**config.mk**
```make
export PLATFORM = sky130hd
export DESIGN_NAME = alu_cmd_queue_flat
export DESIGN_NICKNAME = d
export VERILOG_FILES = /design/src/rtl/alu_cmd_queue_if.sv /design/src/rtl/alu_cmd_queue.sv /design/src/flat_wrapper.sv
export SDC_FILE = /design/constraint.sdc
export NUM_CORES = 1
export LEC_CHECK = 0
export ABC_AREA = 1
export BUFFER_PORTS_ARGS = -buffer_cell sky130_fd_sc_hd__clkbuf_2
export CAP_MARGIN = 20
export CORE_UTILIZATION = 51
export CTS_CLUSTER_DIAMETER = 40
export DETAILED_ROUTE_END_ITERATION = 16
export PLACE_DENSITY_LB_ADDON = 0.15
export SYNTH_ARGS = -nofsm -noshare
export SYNTH_HDL_FRONTEND = slang
export SYNTH_SLANG_ARGS = --single-unit
```
**constraint.sdc**
```tcl
create_clock -name i_clk -period 1.6 [get_ports i_clk]
set_input_delay 0.24 -clock i_clk [delete_from_list [all_inputs] [get_ports i_clk]]
set_output_delay 0.24 -clock i_clk [all_outputs]
set_load 0.05 [all_outputs]
```
**src/rtl/alu_cmd_queue_if.sv**
```systemverilog
// ---------------------------------------------------------------------------
// alu_cmd_queue_if
//   Bundles the command-producer handshake and the ALU issue bus of
//   alu_cmd_queue into one interface.
//   Signals:
//     i_flush, i_stall                  control from the surrounding pipeline
//     i_valid/o_ready, i_op, i_arg_A/B  producer command handshake
//     o_op, o_arg_A/B, o_issue          issued command towards the ALU
//     o_count, o_full, o_empty          occupancy status
//     o_issued_cnt                      issue counter (ALU_CMD_STATS_EN only)
//   Modports:
//     slave  - the queue itself
//     master - the environment driving the queue
// ---------------------------------------------------------------------------
interface alu_cmd_queue_if #(
  parameter int N     = 2,
  parameter int M     = 4,
  parameter int DEPTH = 4
);
  localparam int AW = $clog2(DEPTH);

  logic          i_flush;
  logic          i_valid;
  logic          o_ready;
  logic [N-1:0]  i_op;
  logic [M-1:0]  i_arg_A;
  logic [M-1:0]  i_arg_B;
  logic          i_stall;
  logic [N-1:0]  o_op;
  logic [M-1:0]  o_arg_A;
  logic [M-1:0]  o_arg_B;
  logic          o_issue;
  logic [AW:0]   o_count;
  logic          o_full;
  logic          o_empty;
`ifdef ALU_CMD_STATS_EN
  logic [15:0]   o_issued_cnt;
`endif

  modport slave (
    input  i_flush, i_valid, i_op, i_arg_A, i_arg_B, i_stall,
    output o_ready, o_op, o_arg_A, o_arg_B, o_issue, o_count, o_full, o_empty
`ifdef ALU_CMD_STATS_EN
    , output o_issued_cnt
`endif
  );

  modport master (
    output i_flush, i_valid, i_op, i_arg_A, i_arg_B, i_stall,
    input  o_ready, o_op, o_arg_A, o_arg_B, o_issue, o_count, o_full, o_empty
`ifdef ALU_CMD_STATS_EN
    , input o_issued_cnt
`endif
  );
endinterface

```
**src/rtl/alu_cmd_queue.sv**
```systemverilog
// ---------------------------------------------------------------------------
// alu_cmd_queue
//   Command FIFO in front of the ALU. Accepts {op, A, B} via valid/ready and
//   issues at most one command per cycle into registered o_op/o_arg_* with a
//   registered o_issue strobe. i_stall holds the head; i_flush empties the
//   queue (priority over push and pop). No empty-queue bypass: a command is
//   issued no earlier than the edge after it was accepted.
//   Ports:
//     i_clk    clock, rising edge
//     i_reset  asynchronous reset, active low
//     bus      alu_cmd_queue_if.slave (handshake, issue bus, status)
//   Optional feature macro: ALU_CMD_STATS_EN adds bus.o_issued_cnt[15:0],
//   a wrapping count of issue edges, cleared by reset only.
// ---------------------------------------------------------------------------
module alu_cmd_queue #(
  parameter int N     = 2,
  parameter int M     = 4,
  parameter int DEPTH = 4
) (
  input  logic               i_clk,
  input  logic               i_reset,
  alu_cmd_queue_if.slave     bus
);
  localparam int AW = $clog2(DEPTH);

  typedef struct packed {
    logic [N-1:0] op;
    logic [M-1:0] arg_a;
    logic [M-1:0] arg_b;
  } cmd_t;

  cmd_t         mem [DEPTH];
  logic [AW-1:0] head;
  logic [AW-1:0] tail;
  logic [AW:0]   count;
  cmd_t          out_cmd;
  logic          issue;
  logic          full;
  logic          empty;
  logic          push;
  logic          pop;

  assign full  = (count == (AW+1)'(DEPTH));
  assign empty = (count == '0);

  // Ready depends on fullness only, so a full queue never pushes even if a
  // pop happens on the same edge.
  assign push = bus.i_valid && !full && !bus.i_flush;
  assign pop  = !empty && !bus.i_stall && !bus.i_flush;

  // NOTE: storage has no reset; its contents are don't-care until written,
  // and keeping it out of the reset tree lets it map to plain RAM/flops.
  always_ff @(posedge i_clk) begin
    if (push) mem[tail] <= '{op: bus.i_op, arg_a: bus.i_arg_A, arg_b: bus.i_arg_B};
  end

  // NOTE: all sequential state uses non-blocking assignments so every flop
  // samples pre-edge values regardless of process ordering.
  always_ff @(posedge i_clk or negedge i_reset) begin
    if (!i_reset) begin
      head  <= '0;
      tail  <= '0;
      count <= '0;
    end else if (bus.i_flush) begin
      head  <= '0;
      tail  <= '0;
      count <= '0;
    end else begin
      // Pointers wrap naturally since DEPTH is a power of two.
      if (push) tail <= tail + AW'(1);
      if (pop)  head <= head + AW'(1);
      case ({push, pop})
        2'b10:   count <= count + (AW+1)'(1);
        2'b01:   count <= count - (AW+1)'(1);
        default: count <= count;
      endcase
    end
  end

  // Issue registers: data holds between issues and across a flush.
  always_ff @(posedge i_clk or negedge i_reset) begin
    if (!i_reset) begin
      out_cmd <= '0;
      issue   <= 1'b0;
    end else begin
      issue <= pop;
      if (pop) out_cmd <= mem[head];
    end
  end

`ifdef ALU_CMD_STATS_EN
  logic [15:0] issued_cnt;

  always_ff @(posedge i_clk or negedge i_reset) begin
    if (!i_reset)  issued_cnt <= '0;
    else if (pop)  issued_cnt <= issued_cnt + 16'd1;
  end

  assign bus.o_issued_cnt = issued_cnt;
`endif

  assign bus.o_ready = !full;
  assign bus.o_op    = out_cmd.op;
  assign bus.o_arg_A = out_cmd.arg_a;
  assign bus.o_arg_B = out_cmd.arg_b;
  assign bus.o_issue = issue;
  assign bus.o_count = count;
  assign bus.o_full  = full;
  assign bus.o_empty = empty;
endmodule

```
**src/flat_wrapper.sv**
```systemverilog
// flat-port wrapper written by rule: the top's interface ports become plain ports
module alu_cmd_queue_flat 
#(
  parameter int N     = 2,
  parameter int M     = 4,
  parameter int DEPTH = 4
)
  (i_clk, i_reset, bus_i_flush, bus_i_valid, bus_i_op, bus_i_arg_A, bus_i_arg_B, bus_i_stall, bus_o_ready, bus_o_op, bus_o_arg_A, bus_o_arg_B, bus_o_issue, bus_o_count, bus_o_full, bus_o_empty);
  alu_cmd_queue_if #(.N(N), .M(M), .DEPTH(DEPTH)) bus_i ();
  input  logic i_clk;
  input  logic i_reset;
  input wire logic [$bits(bus_i.i_flush)-1:0] bus_i_flush;
  input wire logic [$bits(bus_i.i_valid)-1:0] bus_i_valid;
  input wire logic [$bits(bus_i.i_op)-1:0] bus_i_op;
  input wire logic [$bits(bus_i.i_arg_A)-1:0] bus_i_arg_A;
  input wire logic [$bits(bus_i.i_arg_B)-1:0] bus_i_arg_B;
  input wire logic [$bits(bus_i.i_stall)-1:0] bus_i_stall;
  output wire logic [$bits(bus_i.o_ready)-1:0] bus_o_ready;
  output wire logic [$bits(bus_i.o_op)-1:0] bus_o_op;
  output wire logic [$bits(bus_i.o_arg_A)-1:0] bus_o_arg_A;
  output wire logic [$bits(bus_i.o_arg_B)-1:0] bus_o_arg_B;
  output wire logic [$bits(bus_i.o_issue)-1:0] bus_o_issue;
  output wire logic [$bits(bus_i.o_count)-1:0] bus_o_count;
  output wire logic [$bits(bus_i.o_full)-1:0] bus_o_full;
  output wire logic [$bits(bus_i.o_empty)-1:0] bus_o_empty;
  assign bus_i.i_flush = bus_i_flush;
  assign bus_i.i_valid = bus_i_valid;
  assign bus_i.i_op = bus_i_op;
  assign bus_i.i_arg_A = bus_i_arg_A;
  assign bus_i.i_arg_B = bus_i_arg_B;
  assign bus_i.i_stall = bus_i_stall;
  assign bus_o_ready = bus_i.o_ready;
  assign bus_o_op = bus_i.o_op;
  assign bus_o_arg_A = bus_i.o_arg_A;
  assign bus_o_arg_B = bus_i.o_arg_B;
  assign bus_o_issue = bus_i.o_issue;
  assign bus_o_count = bus_i.o_count;
  assign bus_o_full = bus_i.o_full;
  assign bus_o_empty = bus_i.o_empty;
  alu_cmd_queue #(.N(N), .M(M), .DEPTH(DEPTH)) u_core (.i_clk(i_clk), .i_reset(i_reset), .bus(bus_i));
endmodule
```
# Word-level counts from Yosys, hierarchy flattened
# Memory sizes are Yosys's and may differ from the RTL's. A register that Yosys moved wholly into a read port is not among the register bits.
# Cells that the tools add are included.
# word_totals
out_inout_bits	17
ram_bits	40
mem_count	1
register_bits	8
# mem_list
memory	depth	word_bits	rd	rd_ports_with_merged_regs	wr	line_no	rtl
u_core.mem	4	10	1	1	1	alu_cmd_queue.sv:32	cmd_t mem [DEPTH];
# op_classes
n_reduce_logical	13
n_eq_ne	3
muxes	8
add_sub_neg	4
# op_table
cell	count
2-bit 2-to-1 mux	4
3-bit case mux with 2 select lines	1
1-bit zero test	5
2-bit by 1-bit adder with 2-bit output (second input constant)	2
1-bit logical AND	4
2-bit nonzero test	2
3-bit by 1-bit adder with 3-bit output (second input constant)	1
3-bit == test (second input constant)	1
3-bit zero test	1
3-bit 2-to-1 mux	1
3-bit nonzero test	1
3-bit by 1-bit subtractor with 3-bit output (second input constant)	1
2-bit by 1-bit == test with 1-bit output (second input constant)	1
2-bit == test (second input constant)	1
1-bit 2-to-1 mux	2

# Depth between registers and ports, before layout
# logic_depth
ltp_word	7
ltp_mapped	12
mapped_depth_nobuf	12

# Least setup slack after synthesis
# Ideal clock, no wire load.
# synth_path
path_type	flip-flop to flip-flop
startpoint	register u_core.count[0], in the netlist u_core.bus.o_count[0]
endpoint	register u_core.count[2], in the netlist u_core.bus.o_count[2]
arrival_ps	2158
n_path_buf	0
path_stages_with_launch	13
period_less_slack_ps	2276
setup_ps	118
required_time_ps	1482
setup_slack_ps	-676
path_cell_list	dfrtp_1 > nor2_2 > nand2_2 > nand2_4 > nand3_2 > inv_1 > fa_1 > xnor2_1 > inv_1 > nand2_1 > nand2_1 > nand2_1 > nand2_1
# synth_between
elab_chain_len	7
word_cells_on_any_way	15
classes_between	add/sub (2); eq/ne (3); mux (2); reduce/logical (8)
# synth_rtl
element	line_no	rtl
start, declared	alu_cmd_queue.sv:35	logic [AW:0] count;
start signal, assigned	alu_cmd_queue.sv:73	2'b10: count <= count + (AW+1)'(1);
start signal, assigned	alu_cmd_queue.sv:74	2'b01: count <= count - (AW+1)'(1);
start signal, assigned	alu_cmd_queue.sv:75	default: count <= count;
3-bit == test *	alu_cmd_queue.sv:43	assign full = (count == (AW+1)'(DEPTH));
1-bit zero test *	n/a	
net bus_o_ready	flat_wrapper.sv:18	output wire logic [$bits(bus_i.o_ready)-1:0] bus_o_ready;
1-bit logical AND * (2 in series)	alu_cmd_queue.sv:48	assign push = bus.i_valid && !full && !bus.i_flush;
2-bit by 1-bit == test with 1-bit output or 2-bit == test (tied branches)	alu_cmd_queue.sv:72	case ({push, pop})
3-bit case mux with 2 select lines	alu_cmd_queue.sv:72	
3-bit 2-to-1 mux	alu_cmd_queue.sv:64	end else if (bus.i_flush) begin
# The timed path passes the listed nets; every way through them passes the cells marked *.
# A chain may end at the register's enable or synchronous reset.

# Final worst setup path
# layout_path
startpoint	register u_core.count[0], in the netlist u_core.bus.o_count[0]
endpoint	register u_core.count[2], in the netlist u_core.bus.o_count[2]
# layout_between
elab_chain_len	7
word_cells_on_any_way	15
classes_between	add/sub (2); eq/ne (3); mux (2); reduce/logical (8)
# layout_rtl
element	line_no
3-bit == test or 3-bit zero test (tied branches)	alu_cmd_queue.sv:43, alu_cmd_queue.sv:44
1-bit zero test, on equally long branches	alu_cmd_queue.sv:48, alu_cmd_queue.sv:49
1-bit logical AND, on equally long branches (2 in series)	alu_cmd_queue.sv:48, alu_cmd_queue.sv:49
2-bit by 1-bit == test with 1-bit output or 2-bit == test (tied branches)	alu_cmd_queue.sv:72
3-bit case mux with 2 select lines	alu_cmd_queue.sv:72
3-bit 2-to-1 mux	alu_cmd_queue.sv:64
# Parallel ways exist; a longest one is shown, timed or not.

==> run_summary.xml <==
<?xml version="1.0" encoding="UTF-8"?>
<metrics>
  <group name="grt">
    <metric name="global_route.overflow_total" unit="">0</metric>
    <metric name="grt_first_pass_wirelength" unit="um">6910</metric>
    <metric name="largest_net_degree_at_the_start_of_global_routing" unit="">19</metric>
    <metric name="grtUsageTotal" unit="%">19.2</metric>
    <metric name="first_global_vias" unit="">1453</metric>
    <metric name="antenna_violations_before_repair" unit="">0</metric>
  </group>
  <group name="floorplan">
    <metric name="initial_utilization" unit="%">54.1</metric>
    <metric name="top_level_ports" unit="">32</metric>
    <metric name="fp.dieH" unit="um">70.4</metric>
    <metric name="floorplan.die_area" unit="mm2">0.00496</metric>
    <metric name="core-area" unit="mm2">0.00441</metric>
    <metric name="std_cell_rows" unit="">24</metric>
    <metric name="chipWidth" unit="um">70.4</metric>
  </group>
  <group name="synthesis">
    <metric name="synth_xor_area_share" unit="%">0.367</metric>
    <metric name="synth.largest_area_cell" unit="">sky130_fd_sc_hd__edfxtp_1</metric>
    <metric name="synth_compound_area_share" unit="%">8.60</metric>
    <metric name="syn-num-nets" unit="">228</metric>
    <metric name="synth.cells.most_frequent" unit="">sky130_fd_sc_hd__nand2_1 (45), sky130_fd_sc_hd__edfxtp_1 (40), sky130_fd_sc_hd__nor2_1 (27), sky130_fd_sc_hd__o21ai_0 (22), sky130_fd_sc_hd__dfrtp_1 (18)</metric>
    <metric name="synth_ff_type" unit="">sky130_fd_sc_hd__edfxtp_1</metric>
    <metric name="yosys.area_share.adder" unit="%">2.94</metric>
    <metric name="yosysWarningCount" unit="">0</metric>
    <metric name="synth-async-reset-ratio" unit="%">31.0</metric>
    <metric name="syn-mean-instance-area" unit="um2">11.5</metric>
    <metric name="yosysMostFrequentCell" unit="">sky130_fd_sc_hd__nand2_1</metric>
    <metric name="dominant_combinational_cell_family_by_area_after_synthesis" unit="">simple AND/OR/NAND/NOR gates</metric>
    <metric name="ys_seq_elements" unit="">58</metric>
    <metric name="post_synth_mux_area_share" unit="%">0</metric>
    <metric name="synthesis.instances" unit="">208</metric>
    <metric name="post_synth_instance_area" unit="mm2">0.00239</metric>
    <metric name="yosys.area.top_type_share" unit="%">50.3</metric>
    <metric name="synthSimpleGateAreaFrac" unit="%">13.9</metric>
    <metric name="synth_sequential_area_ratio" unit="%">69.2</metric>
    <metric name="synth-edff-count" unit="">40</metric>
    <metric name="synthTopCellsByArea" unit="">sky130_fd_sc_hd__edfxtp_1 (50%), sky130_fd_sc_hd__dfrtp_1 (19%), sky130_fd_sc_hd__nand2_1 (7.1%)</metric>
    <metric name="yosysUniqueCellTypes" unit="">24</metric>
  </group>
  <group name="setup_path">
    <metric name="worst_setup_path_start_kind" unit="">flip-flop</metric>
    <metric name="crit_arrival" unit="ns">1.88</metric>
    <metric name="worstReg2RegStart" unit="">u_core.bus.o_count[0]$_DFFE_PN0P_</metric>
    <metric name="reg2reg_slack" unit="ns">-0.06</metric>
    <metric name="worst-endpoint-required" unit="ns">1.82</metric>
    <metric name="worst_r2r_path_depth" unit="">11</metric>
    <metric name="timing.critical_path.fanout_max" unit="">3</metric>
    <metric name="critical_path.endpoint_type" unit="">flip-flop</metric>
    <metric name="worst_r2r_dst" unit="">u_core.bus.o_count[2]$_DFFE_PN0P_</metric>
    <metric name="worstSetupPathType" unit="">flip-flop to flip-flop</metric>
  </group>
  <group name="clock_tree">
    <metric name="clock_tree.htree_level_count" unit="">3</metric>
    <metric name="post_cts_buffers" unit="">0</metric>
    <metric name="number_of_buffers_created_by_cts" unit="">9</metric>
    <metric name="cts_tree" unit="">done</metric>
    <metric name="cts.clk_slew.worst_paths" unit="ns">0.06</metric>
    <metric name="ctsRootBufferMaster" unit="">sky130_fd_sc_hd__clkbuf_8</metric>
    <metric name="clk-insertion-delay-late" unit="ns">0.32</metric>
    <metric name="clock_tree.buffer_depth" unit="">2</metric>
    <metric name="cts_sinks" unit="">58</metric>
  </group>
  <group name="final_layout">
    <metric name="drive_above_1_share" unit="%">32.8</metric>
    <metric name="fin_nets" unit="">280</metric>
    <metric name="area.growth.synth_to_final" unit="%">26.2</metric>
    <metric name="finish.instance_area" unit="mm2">0.00301</metric>
    <metric name="antennaDiodeCount" unit="">0</metric>
  </group>
  <group name="timing">
    <metric name="achievable_clock_frequency" unit="GHz">0.602</metric>
    <metric name="tns" unit="ns">-0.0618</metric>
    <metric name="setup_violations" unit="">1</metric>
    <metric name="period_minus_slack" unit="ns">1.66</metric>
    <metric name="final_slew_violations" unit="">0</metric>
    <metric name="hold_viol" unit="">0</metric>
    <metric name="rsz0062_at_grt" unit="">true</metric>
    <metric name="final.period_utilization" unit="%">104</metric>
    <metric name="max_slew_margin" unit="%">69.8</metric>
    <metric name="worst_pin_slew" unit="ns">0.453</metric>
    <metric name="post-route-worst-setup-slack" unit="ns">-0.0618</metric>
    <metric name="skew" unit="ns">0.00409</metric>
  </group>
  <group name="routing">
    <metric name="wirelength" unit="um">4200</metric>
    <metric name="detailedRoute.firstPassIterationCount" unit="">4</metric>
    <metric name="vias_per_cell" unit="">4.91</metric>
    <metric name="via_count" unit="">1556</metric>
    <metric name="route.detailed.drc" unit="">0</metric>
    <metric name="drt_first_iter_violations" unit="">74</metric>
    <metric name="post_drt_wl_per_cell" unit="um">13.2</metric>
    <metric name="ant_nets" unit="">0</metric>
  </group>
  <group name="job">
    <metric name="cap_violations" unit="">0</metric>
  </group>
  <group name="power">
    <metric name="power.density" unit="mW/mm2">1760</metric>
    <metric name="vdd_ir_drop_max" unit="uV">952</metric>
    <metric name="design_power_total" unit="mW">5.30</metric>
    <metric name="static-leakage-power" unit="nW">1.31</metric>
  </group>
  <group name="min_path">
    <metric name="holdPathEnd" unit="">u_core.mem[2][8]$_DFFE_PP_</metric>
    <metric name="hold_path.class" unit="">input port to flip-flop</metric>
    <metric name="worst_hold_path.num_cells" unit="">1</metric>
    <metric name="worst_hold_startpoint" unit="">bus_i_op[0]</metric>
  </group>
  <group name="place">
    <metric name="dp_worst_setup_slack" unit="ns">-0.0491</metric>
    <metric name="placement.io_buffers" unit="">31</metric>
    <metric name="place.detailed.hpwl" unit="um">2950</metric>
    <metric name="placer_congestion_estimate" unit="">0.782</metric>
    <metric name="placement.cell_area" unit="mm2">0.00278</metric>
  </group>
  <group name="outcome">
    <metric name="status" unit="">finished, violations left</metric>
    <metric name="violations" unit="">negative setup slack</metric>
  </group>
</metrics>
logic make-up (layout without fill, tap and decap cells):
kind of cell,count (synthesis),in the layout
simple gates,81,81
buf+inv,26,83
xor+xnor,1,1
flops,58,58
fa+ha+maj,5,5
compound gates,37,37
power by group:
part / internal [mW] / switching (mW) / total [mW]
sequential: 1.85 / 0.123 / 1.97
combinational: 0.585 / 1.42 / 2.00
clock: 0.794 / 0.531 / 1.33
total: 3.23 / 2.07 / 5.30
layer usage:
metal | vias up | part of all wire [%] | GRT usage (%)
met2 | 38 | 47 | 29.5
li1 | 805 | - | -
met1 | 708 | 48 | 25.5
met4 | 0 | 1.0 | 9.33
met3 | 5 | 4.3 | 4.76
met5 | - | 0 | 0
final cells by class:
type                            instances  area [um2]
Timing Repair Buffer                   49         323
Sequential cell                        58        1660
Multi-Input combinational cell        124         682
Inverter                               18        81.3
Clock buffer                           11         151
Fill cell                             341        1400
Tap cell                               52        65.1
Clock inverter                          5        52.6
placed cells by master (no fill, tap or decap), types with 2 or more instances in the layout:
cell / instances
sky130_fd_sc_hd__nand3_1: 2
sky130_fd_sc_hd__o22ai_1: 10
sky130_fd_sc_hd__nor2_4: 5
sky130_fd_sc_hd__buf_12: 2
sky130_fd_sc_hd__buf_4: 16
sky130_fd_sc_hd__ha_1: 4
sky130_fd_sc_hd__edfxtp_1: 40
sky130_fd_sc_hd__inv_2: 4
sky130_fd_sc_hd__nor2_1: 23
sky130_fd_sc_hd__o21ai_0: 22
sky130_fd_sc_hd__nand2_1: 45
sky130_fd_sc_hd__dfrtp_1: 15
sky130_fd_sc_hd__clkinv_2: 3
sky130_fd_sc_hd__clkbuf_8: 11
sky130_fd_sc_hd__dfrtp_2: 3
sky130_fd_sc_hd__nand2_4: 2
sky130_fd_sc_hd__clkbuf_2: 29
sky130_fd_sc_hd__inv_1: 13
sky130_fd_sc_hd__nand2_2: 3
sky130_fd_sc_hd__o21ai_1: 2
state kept, by name, indices dropped and copies added, names as in the netlist:
signal and count:
u_core.bus.o_arg_A 4, u_core.bus.o_arg_B 4, u_core.bus.o_count 3, u_core.bus.o_issue 1
u_core.bus.o_op 2, u_core.head 2, u_core.mem 40, u_core.tail 2
stage by stage:
stage	hold WS, ns	instances	utilization [%]
finish	0.130	317	68.2
global route	0.121	317	68.2
CTS	0.111	317	68.0
detailed placement	0.206	300	63.1
global placement	0.202	300	63.1
floorplan	-0.0556	208	-
what timing repair did:
action	CTS	global route
setup endpoints to repair	2	17
hold endpoints to repair	18	0
gates resized for setup	1	4
hold buffers	1	0
pin swaps	0	6
gates cloned	0	0
critical path, cell delays in order, from the launching register on:
cell	delay [ns]
sky130_fd_sc_hd__dfrtp_2	0.42
sky130_fd_sc_hd__nor2_4	0.18
sky130_fd_sc_hd__a21oi_4	0.09
sky130_fd_sc_hd__nand3_4	0.07
sky130_fd_sc_hd__inv_2	0.04
sky130_fd_sc_hd__fa_2	0.34
sky130_fd_sc_hd__xnor2_2	0.17
sky130_fd_sc_hd__inv_1	0.05
sky130_fd_sc_hd__nand2_1	0.05
sky130_fd_sc_hd__nand2_1	0.04
sky130_fd_sc_hd__nand2_1	0.05
sky130_fd_sc_hd__nand2_1	0.05
worst max-delay path by stage:
stage                                      startpoint                           endpoint  slack, ns  cells past startpoint
finish              u_core.bus.o_count[0]$_DFFE_PN0P_  u_core.bus.o_count[2]$_DFFE_PN0P_      -0.06                     11
floorplan           u_core.bus.o_count[0]$_DFFE_PN0P_  u_core.bus.o_count[2]$_DFFE_PN0P_      -0.29                     12
global placement    u_core.bus.o_count[1]$_DFFE_PN0P_  u_core.bus.o_count[2]$_DFFE_PN0P_      -0.02                     11
global route        u_core.bus.o_count[0]$_DFFE_PN0P_  u_core.bus.o_count[2]$_DFFE_PN0P_      -0.17                     11
detailed placement  u_core.bus.o_count[1]$_DFFE_PN0P_  u_core.bus.o_count[2]$_DFFE_PN0P_      -0.05                     11
CTS                 u_core.bus.o_count[1]$_DFFE_PN0P_  u_core.bus.o_count[2]$_DFFE_PN0P_      -0.06                     11
Note: power is estimated with default switching activity, not from simulation.
